## src/rtl/mem_arb_pkg.sv

```systemverilog
// ----------------------------------------------------------------------------
// mem_arb_pkg
//   Shared constants for the unified-memory arbiter that sits between the
//   IF and MEM pipeline stages and the single-ported memory.
//
//   Contents:
//     - 2-bit arbiter state encodings (IDLE, DATA_BUSY, INST_BUSY,
//       INST_DISCARD). These stay plain constants so older code that
//       compares raw state bits keeps working.
//     - STALL_CNT_WIDTH : width of the stall-cycle performance counter.
// ----------------------------------------------------------------------------
package mem_arb_pkg;

    localparam logic [1:0] IDLE         = 2'd0;
    localparam logic [1:0] DATA_BUSY    = 2'd1;
    localparam logic [1:0] INST_BUSY    = 2'd2;
    localparam logic [1:0] INST_DISCARD = 2'd3;

    localparam int STALL_CNT_WIDTH = 32;

endpackage

```

## src/rtl/sat_counter.sv

```systemverilog
// ----------------------------------------------------------------------------
// sat_counter
//   Saturating up-counter with enable. Counts once per enabled clock and
//   sticks at all-ones instead of wrapping, so a long run never reports a
//   deceptively small number.
//
//   Ports:
//     clk    : system clock
//     rst_n  : asynchronous active-low reset, clears the count
//     en     : count this cycle
//     count  : current count value (WIDTH bits)
// ----------------------------------------------------------------------------
module sat_counter
    import mem_arb_pkg::*;
#(
    parameter int WIDTH = STALL_CNT_WIDTH
) (
    input  logic             clk,
    input  logic             rst_n,
    input  logic             en,
    output logic [WIDTH-1:0] count
);

    logic [WIDTH-1:0] count_q;

    // Increment only while below the all-ones ceiling; once there, hold.
    always_ff @(posedge clk or negedge rst_n) begin
        if (!rst_n) begin
            count_q <= '0;
        end else if (en && (count_q != {WIDTH{1'b1}})) begin
            count_q <= count_q + WIDTH'(1);
        end
    end

    assign count = count_q;

endmodule

```

## src/rtl/mem_arbiter.sv

```systemverilog
// ----------------------------------------------------------------------------
// mem_arbiter
//   Shares one single-ported, variable-latency unified memory between the
//   IF stage (instruction fetch) and the MEM stage (load/store). One access
//   is in flight at a time; data accesses win over fetches. Fetches that a
//   branch/jump flush makes stale are still completed on the memory side
//   (the memory cannot abort) but their data is dropped. Stall outputs feed
//   the hazard unit, and a saturating counter tracks stall cycles.
//
//   Ports:
//     clk, reset            : clock, asynchronous active-low reset
//     i_inst_req/addr       : IF stage fetch request and PC
//     i_flush               : IF/ID flush, the current fetch is stale
//     i_data_req/we/addr/
//       wdata               : MEM stage load (we=0) or store (we=1)
//     o_mem_req/we/addr/
//       wdata               : request to memory, held until i_mem_ack
//     i_mem_ack/rdata       : memory completion and read data
//     o_inst, o_inst_valid  : fetched instruction, one-cycle valid pulse
//     o_data_rdata,
//       o_data_done         : load result, one-cycle done pulse
//     o_if_stall            : hold PC and IF/ID
//     o_mem_stall           : hold the pipeline up to MEM
//     o_stall_cycles        : saturating count of stall cycles
// ----------------------------------------------------------------------------
module mem_arbiter
    import mem_arb_pkg::*;
#(
    parameter int ADDR_WIDTH = 32,
    parameter int DATA_WIDTH = 32
) (
    input  logic                       clk,
    input  logic                       reset,

    input  logic                       i_inst_req,
    input  logic [ADDR_WIDTH-1:0]      i_inst_addr,
    input  logic                       i_flush,

    input  logic                       i_data_req,
    input  logic                       i_data_we,
    input  logic [ADDR_WIDTH-1:0]      i_data_addr,
    input  logic [DATA_WIDTH-1:0]      i_data_wdata,

    output logic                       o_mem_req,
    output logic                       o_mem_we,
    output logic [ADDR_WIDTH-1:0]      o_mem_addr,
    output logic [DATA_WIDTH-1:0]      o_mem_wdata,
    input  logic                       i_mem_ack,
    input  logic [DATA_WIDTH-1:0]      i_mem_rdata,

    output logic [DATA_WIDTH-1:0]      o_inst,
    output logic                       o_inst_valid,
    output logic [DATA_WIDTH-1:0]      o_data_rdata,
    output logic                       o_data_done,

    output logic                       o_if_stall,
    output logic                       o_mem_stall,
    output logic [STALL_CNT_WIDTH-1:0] o_stall_cycles
);

    logic [1:0]            state;
    logic [ADDR_WIDTH-1:0] addr_q;
    logic                  we_q;
    logic [DATA_WIDTH-1:0] wdata_q;

    logic data_start;
    logic inst_start;
    logic if_stall_raw;
    logic mem_stall_raw;

    // The done/valid terms stop us re-issuing a request that the pipeline is
    // retiring on this very edge; the flush term avoids fetching a stale PC.
    assign data_start = i_data_req && !o_data_done;
    assign inst_start = i_inst_req && !o_inst_valid && !i_flush;

    // Arbiter FSM. Address/we/wdata are captured at grant time so the memory
    // sees stable values for the whole request, independent of the pipeline.
    always_ff @(posedge clk or negedge reset) begin
        if (!reset) begin
            state        <= IDLE;
            addr_q       <= '0;
            we_q         <= 1'b0;
            wdata_q      <= '0;
            o_inst       <= '0;
            o_inst_valid <= 1'b0;
            o_data_rdata <= '0;
            o_data_done  <= 1'b0;
        end else begin
            o_inst_valid <= 1'b0;
            o_data_done  <= 1'b0;

            case (state)
                IDLE: begin
                    if (data_start) begin
                        addr_q  <= i_data_addr;
                        we_q    <= i_data_we;
                        wdata_q <= i_data_wdata;
                        state   <= DATA_BUSY;
                    end else if (inst_start) begin
                        addr_q  <= i_inst_addr;
                        we_q    <= 1'b0;
                        state   <= INST_BUSY;
                    end
                end

                DATA_BUSY: begin
                    if (i_mem_ack) begin
                        o_data_done <= 1'b1;
                        if (!we_q) begin
                            o_data_rdata <= i_mem_rdata;
                        end
                        state <= IDLE;
                    end
                end

                // A flush arriving with the ack drops the word right away;
                // a flush before the ack parks us in INST_DISCARD until the
                // memory finishes the now-useless access.
                INST_BUSY: begin
                    if (i_mem_ack) begin
                        if (!i_flush) begin
                            o_inst       <= i_mem_rdata;
                            o_inst_valid <= 1'b1;
                        end
                        state <= IDLE;
                    end else if (i_flush) begin
                        state <= INST_DISCARD;
                    end
                end

                INST_DISCARD: begin
                    if (i_mem_ack) begin
                        state <= IDLE;
                    end
                end

                default: state <= IDLE;
            endcase
        end
    end

    assign o_mem_req   = (state != IDLE);
    assign o_mem_we    = o_mem_req && we_q;
    assign o_mem_addr  = addr_q;
    assign o_mem_wdata = wdata_q;

    assign if_stall_raw  = i_inst_req && !o_inst_valid;
    assign mem_stall_raw = i_data_req && !o_data_done;

    // Outputs to the hazard unit are gated low during reset. The counter
    // takes the ungated terms: it is held in reset anyway, and this keeps the
    // reset net out of any flop's data path.
    assign o_if_stall  = reset && if_stall_raw;
    assign o_mem_stall = reset && mem_stall_raw;

    sat_counter #(
        .WIDTH (STALL_CNT_WIDTH)
    ) u_stall_cnt (
        .clk   (clk),
        .rst_n (reset),
        .en    (if_stall_raw || mem_stall_raw),
        .count (o_stall_cycles)
    );

endmodule

```

## config.mk

```make
export PLATFORM = sky130hd
export DESIGN_NAME = mem_arbiter
export DESIGN_NICKNAME = d
export VERILOG_FILES = /design/src/rtl/mem_arb_pkg.sv /design/src/rtl/sat_counter.sv /design/src/rtl/mem_arbiter.sv
export SDC_FILE = /design/constraint.sdc
export NUM_CORES = 1
export LEC_CHECK = 0
export CELL_PAD_IN_SITES_DETAIL_PLACEMENT = 0
export CELL_PAD_IN_SITES_GLOBAL_PLACEMENT = 2
export CORE_UTILIZATION = 24
export CTS_CLUSTER_DIAMETER = 200
export CTS_CLUSTER_SIZE = 16
export DETAILED_ROUTE_END_ITERATION = 10
export PLACE_DENSITY = 0.77
export SYNTH_ARGS = -nofsm -noshare
export SYNTH_HDL_FRONTEND = slang
export SYNTH_SLANG_ARGS = --single-unit
```

## constraint.sdc

```tcl
create_clock -name clk -period 1.9 [get_ports clk]
set_clock_uncertainty 0.2 [all_clocks]
set_input_delay 0.475 -clock clk [delete_from_list [all_inputs] [get_ports clk]]
set_output_delay 0.475 -clock clk [all_outputs]
set_load 0.01 [all_outputs]
```

==> summary.txt <==
Timing
  • Final min period: 2.065 ns
  • Post-route setup slack: -0.1648 ns
  • Slew headroom: 66.69%
  • Fin Setup TNS: -1.292 ns
  • Worst-Margin Slew: 0.4997 ns
  • Final setup viols: 32
  • Hold Slack: 0.2279 ns
  • Fmax: 484.3 MHz
  • Final hold violation count: 0
  • Slew Viols, Final: 0
  • Final cycle utilization of the critical path: 108.7%
  • RSZ-0062 raised after global routing: yes

Routing
  • DR DRC count: 0
  • Avg WL per Cell: 16.69 um
  • Number of vias per cell: 4.258
  • Detailed Routing Iterations Pass 1: 4
  • DR iter-0 viols: 185
  • DR vias: 5,668
  • Final WL: 22.22 mm
  • Routed Antenna Nets: 0

Die
  • Core ar.: 27,860 um2
  • Die area: 29,120 um2
  • DIE WIDTH: 170.7 um
  • Ports: 301
  • Initial Utilization: 24.50%
  • Row count: 61
  • Chip height: 170.7 um

Synthesis
  • Distinct cells, synth: 39
  • Syn nets: 655
  • FFs w/ async S/R, synth: 100.0%
  • Syn Inst Count: 519
  • Cell area after synthesis: 6827 um2
  • Seq cells post-synth: 165
  • Sequential share of the synthesized area: 60.48%
  • Ys Warns: 0
  • Top FF cell, synth: dfrtp_1
  • Avg Cell Area, Syn: 13.15 um2
  • Post-synth EDFFs: 0

Placement
  • Hpwl dp: 15.31 mm
  • Inst Count DP: 1,256
  • Placement Setup Slack: -0.7661 ns
  • GP Congestion: 0.7354
  • Port bufs: 300

Worst setup path
  • Critical path required time: 2.05 ns
  • Critical path class: register to register
  • R2r setup slk: -0.16 ns
  • Maximum fanout along the worst path: 4
  • Critical path's largest stage delay: 0.45 ns
  • Critical Path Sink Type: register
  • CP cell instances: buf_6 > ha_4 > nand4_4 > or4_4 > a211o_1 > nor2_1 > xor2_1
  • CP delay by family, top: simple AND/OR/NAND/NOR gates
  • Buf/Inv on CP: 1
  • Worst EP arrival: 2.21 ns
  • Crit start category: register
  • Slowest cell on the critical path: or4_4

Final layout
  • Core Util, Final: 43.87%
  • Most frequent cells in the layout: dfrtp_1 (165), dlygate4sd2_1 (132), clkdlybuf4s50_1 (130), buf_4 (86), mux2_2 (70)
  • Most common cell after layout, fill and taps aside: dfrtp_1
  • Share of cells above drive strength 1: 36.34%
  • FILL cells: 2,654
  • Final Non-Filler Cells: 1,331
  • Nets@finish: 1,075
  • Layout area overhead: 79.01%

Clock network
  • Clock tree sinks: 165
  • CTS clk-pin slew, worst paths: 0.08 ns
  • CTS buffer count: 17
  • CTS tree: done
  • Clock Root Buffer: clkbuf_16
  • H-tree depth: 4
  • Clock Tree Buf Depth: 2
  • Worst-skew pair later-pin latency: 0.42 ns

Power and ir drop
  • Sw frac: 33.02%
  • Sequential Power Share: 33.9%
  • NetSw: 5.558 mW
  • Power Dens Cells: 1377 nW/um2
  • Power share of the combinational group: 44.0%
  • VDD IR max: 0.6966 mV
  • Clk pwr share: 22.1%
  • Pleak: 5.680 nW
  • Pint: 11.27 mW

GRT
  • Largest net degree at the start of global routing: 87
  • Number of global-route vias before repair: 6,000
  • Tot GR Track Use: 14.95%
  • Initial antenna violation count: 1
  • Global-route wire length before repair: 33.31 mm
  • Grt ovf: 0

Status
  • Status: finished, violations left
  • Failing checks: negative setup slack

Min path
  • Worst hold path class: input port to register

Flow run
  • Max-cap violations: 0
[worst min-delay path: cells and delay by family]
| kind | cells | cell delay, ns |
|---|---|---|
| compound gates | 1 | 0.05 |
| buf+inv | 2 | 0.28 |
[Yosys cell counts, types with 9 or more instances]
cell type	number	area (um2)
mux2_2	97	1092
xnor2_1	18	157.7
nand2_1	49	183.9
nor2_1	13	48.80
mux2i_1	33	330.3
xor2_1	10	87.58
clkbuf_1	9	33.78
nand3_1	11	55.05
buf_2	14	70.07
o21ai_0	32	160.2
nand4_1	14	87.58
dfrtp_1	165	4129
[stage by stage]
| stage | instance area [um2] | total power, mW |
|---|---|---|
| finish | 12220 | 16.83 |
| detailed placement | 10970 | 13.19 |
| global route | 12220 | 17.90 |
| global placement | 10970 | 13.11 |
| CTS | 11850 | 16.55 |
| floorplan | 6893 | 8.681 |
[logic make-up after synthesis]
family                     after synthesis  share of synthesized area, %
DFF                                    165                         60.48
muxes                                  131                         21.00
and+or+nand+nor                        124                         9.531
AOI/OAI and AO/OA                       42                         3.409
xor gates and xnor gates                28                         3.592
buffers and inverters                   28                         1.796
adders and majority gates                1                        0.1833
[worst paths after layout]
kind,start,to,depth (start not counted)
setup reg to reg,u_stall_cnt.count[0],u_stall_cnt.count[22],7
hold reg to reg,o_mem_addr[19],o_mem_addr[19],2
setup / recovery,u_stall_cnt.count[0],u_stall_cnt.count[22],7
hold / removal,i_mem_ack,state[0],3
max in group asynchronous,reset,o_inst[24],4
min in group asynchronous,reset,o_mem_addr[15],3
[power groups by stage]
| stage | logic [mW] | clock network, mW | registers [mW] |
|---|---|---|---|
| floorplan | 2.14 | 0 | 6.54 |
| global placement | 7.31 | 0 | 5.80 |
| detailed placement | 7.34 | 0 | 5.85 |
| CTS | 6.99 | 3.85 | 5.71 |
| global route | 7.99 | 3.97 | 5.93 |
| finish | 7.40 | 3.71 | 5.71 |
[flip-flops by register name (all words and copies together), names as in the netlist]
name	flops
state	2
o_data_done	1
o_mem_addr	32
o_mem_wdata	32
we_q	1
o_inst_valid	1
u_stall_cnt.count	32
o_data_rdata	32
o_inst	32
[timing repair]
action,4_1_cts,5_1_grt
gates cloned,2,5
setup buffers,19,22
hold buffers,1,0
pin swaps,34,32
setup endpoints to repair,252,200
endpoints found under the hold margin,32,0
gates resized for setup,286,90
[layer usage]
layer	global-route usage (%)	share of wire, %
met5	0	0
met4	4.269	1.5
met3	5.575	8.0
met2	24.51	49
met1	18.25	42
[area by class of cell]
type / count / area, um2 / share of cell area [%]
multi-input cells: 326 / 3020 / 24.72
inverters: 5 / 21.27 / 0.1741
repair buffers: 424 / 3950 / 32.32
diodes: 1 / 2.502 / 0.02048
flip-flops and latches: 165 / 4129 / 33.79
well taps: 378 / 473.0 / 3.870
clock inverters: 14 / 185.2 / 1.515
clock buffers: 18 / 439.2 / 3.594
Power figures use the tool's default switching activity.
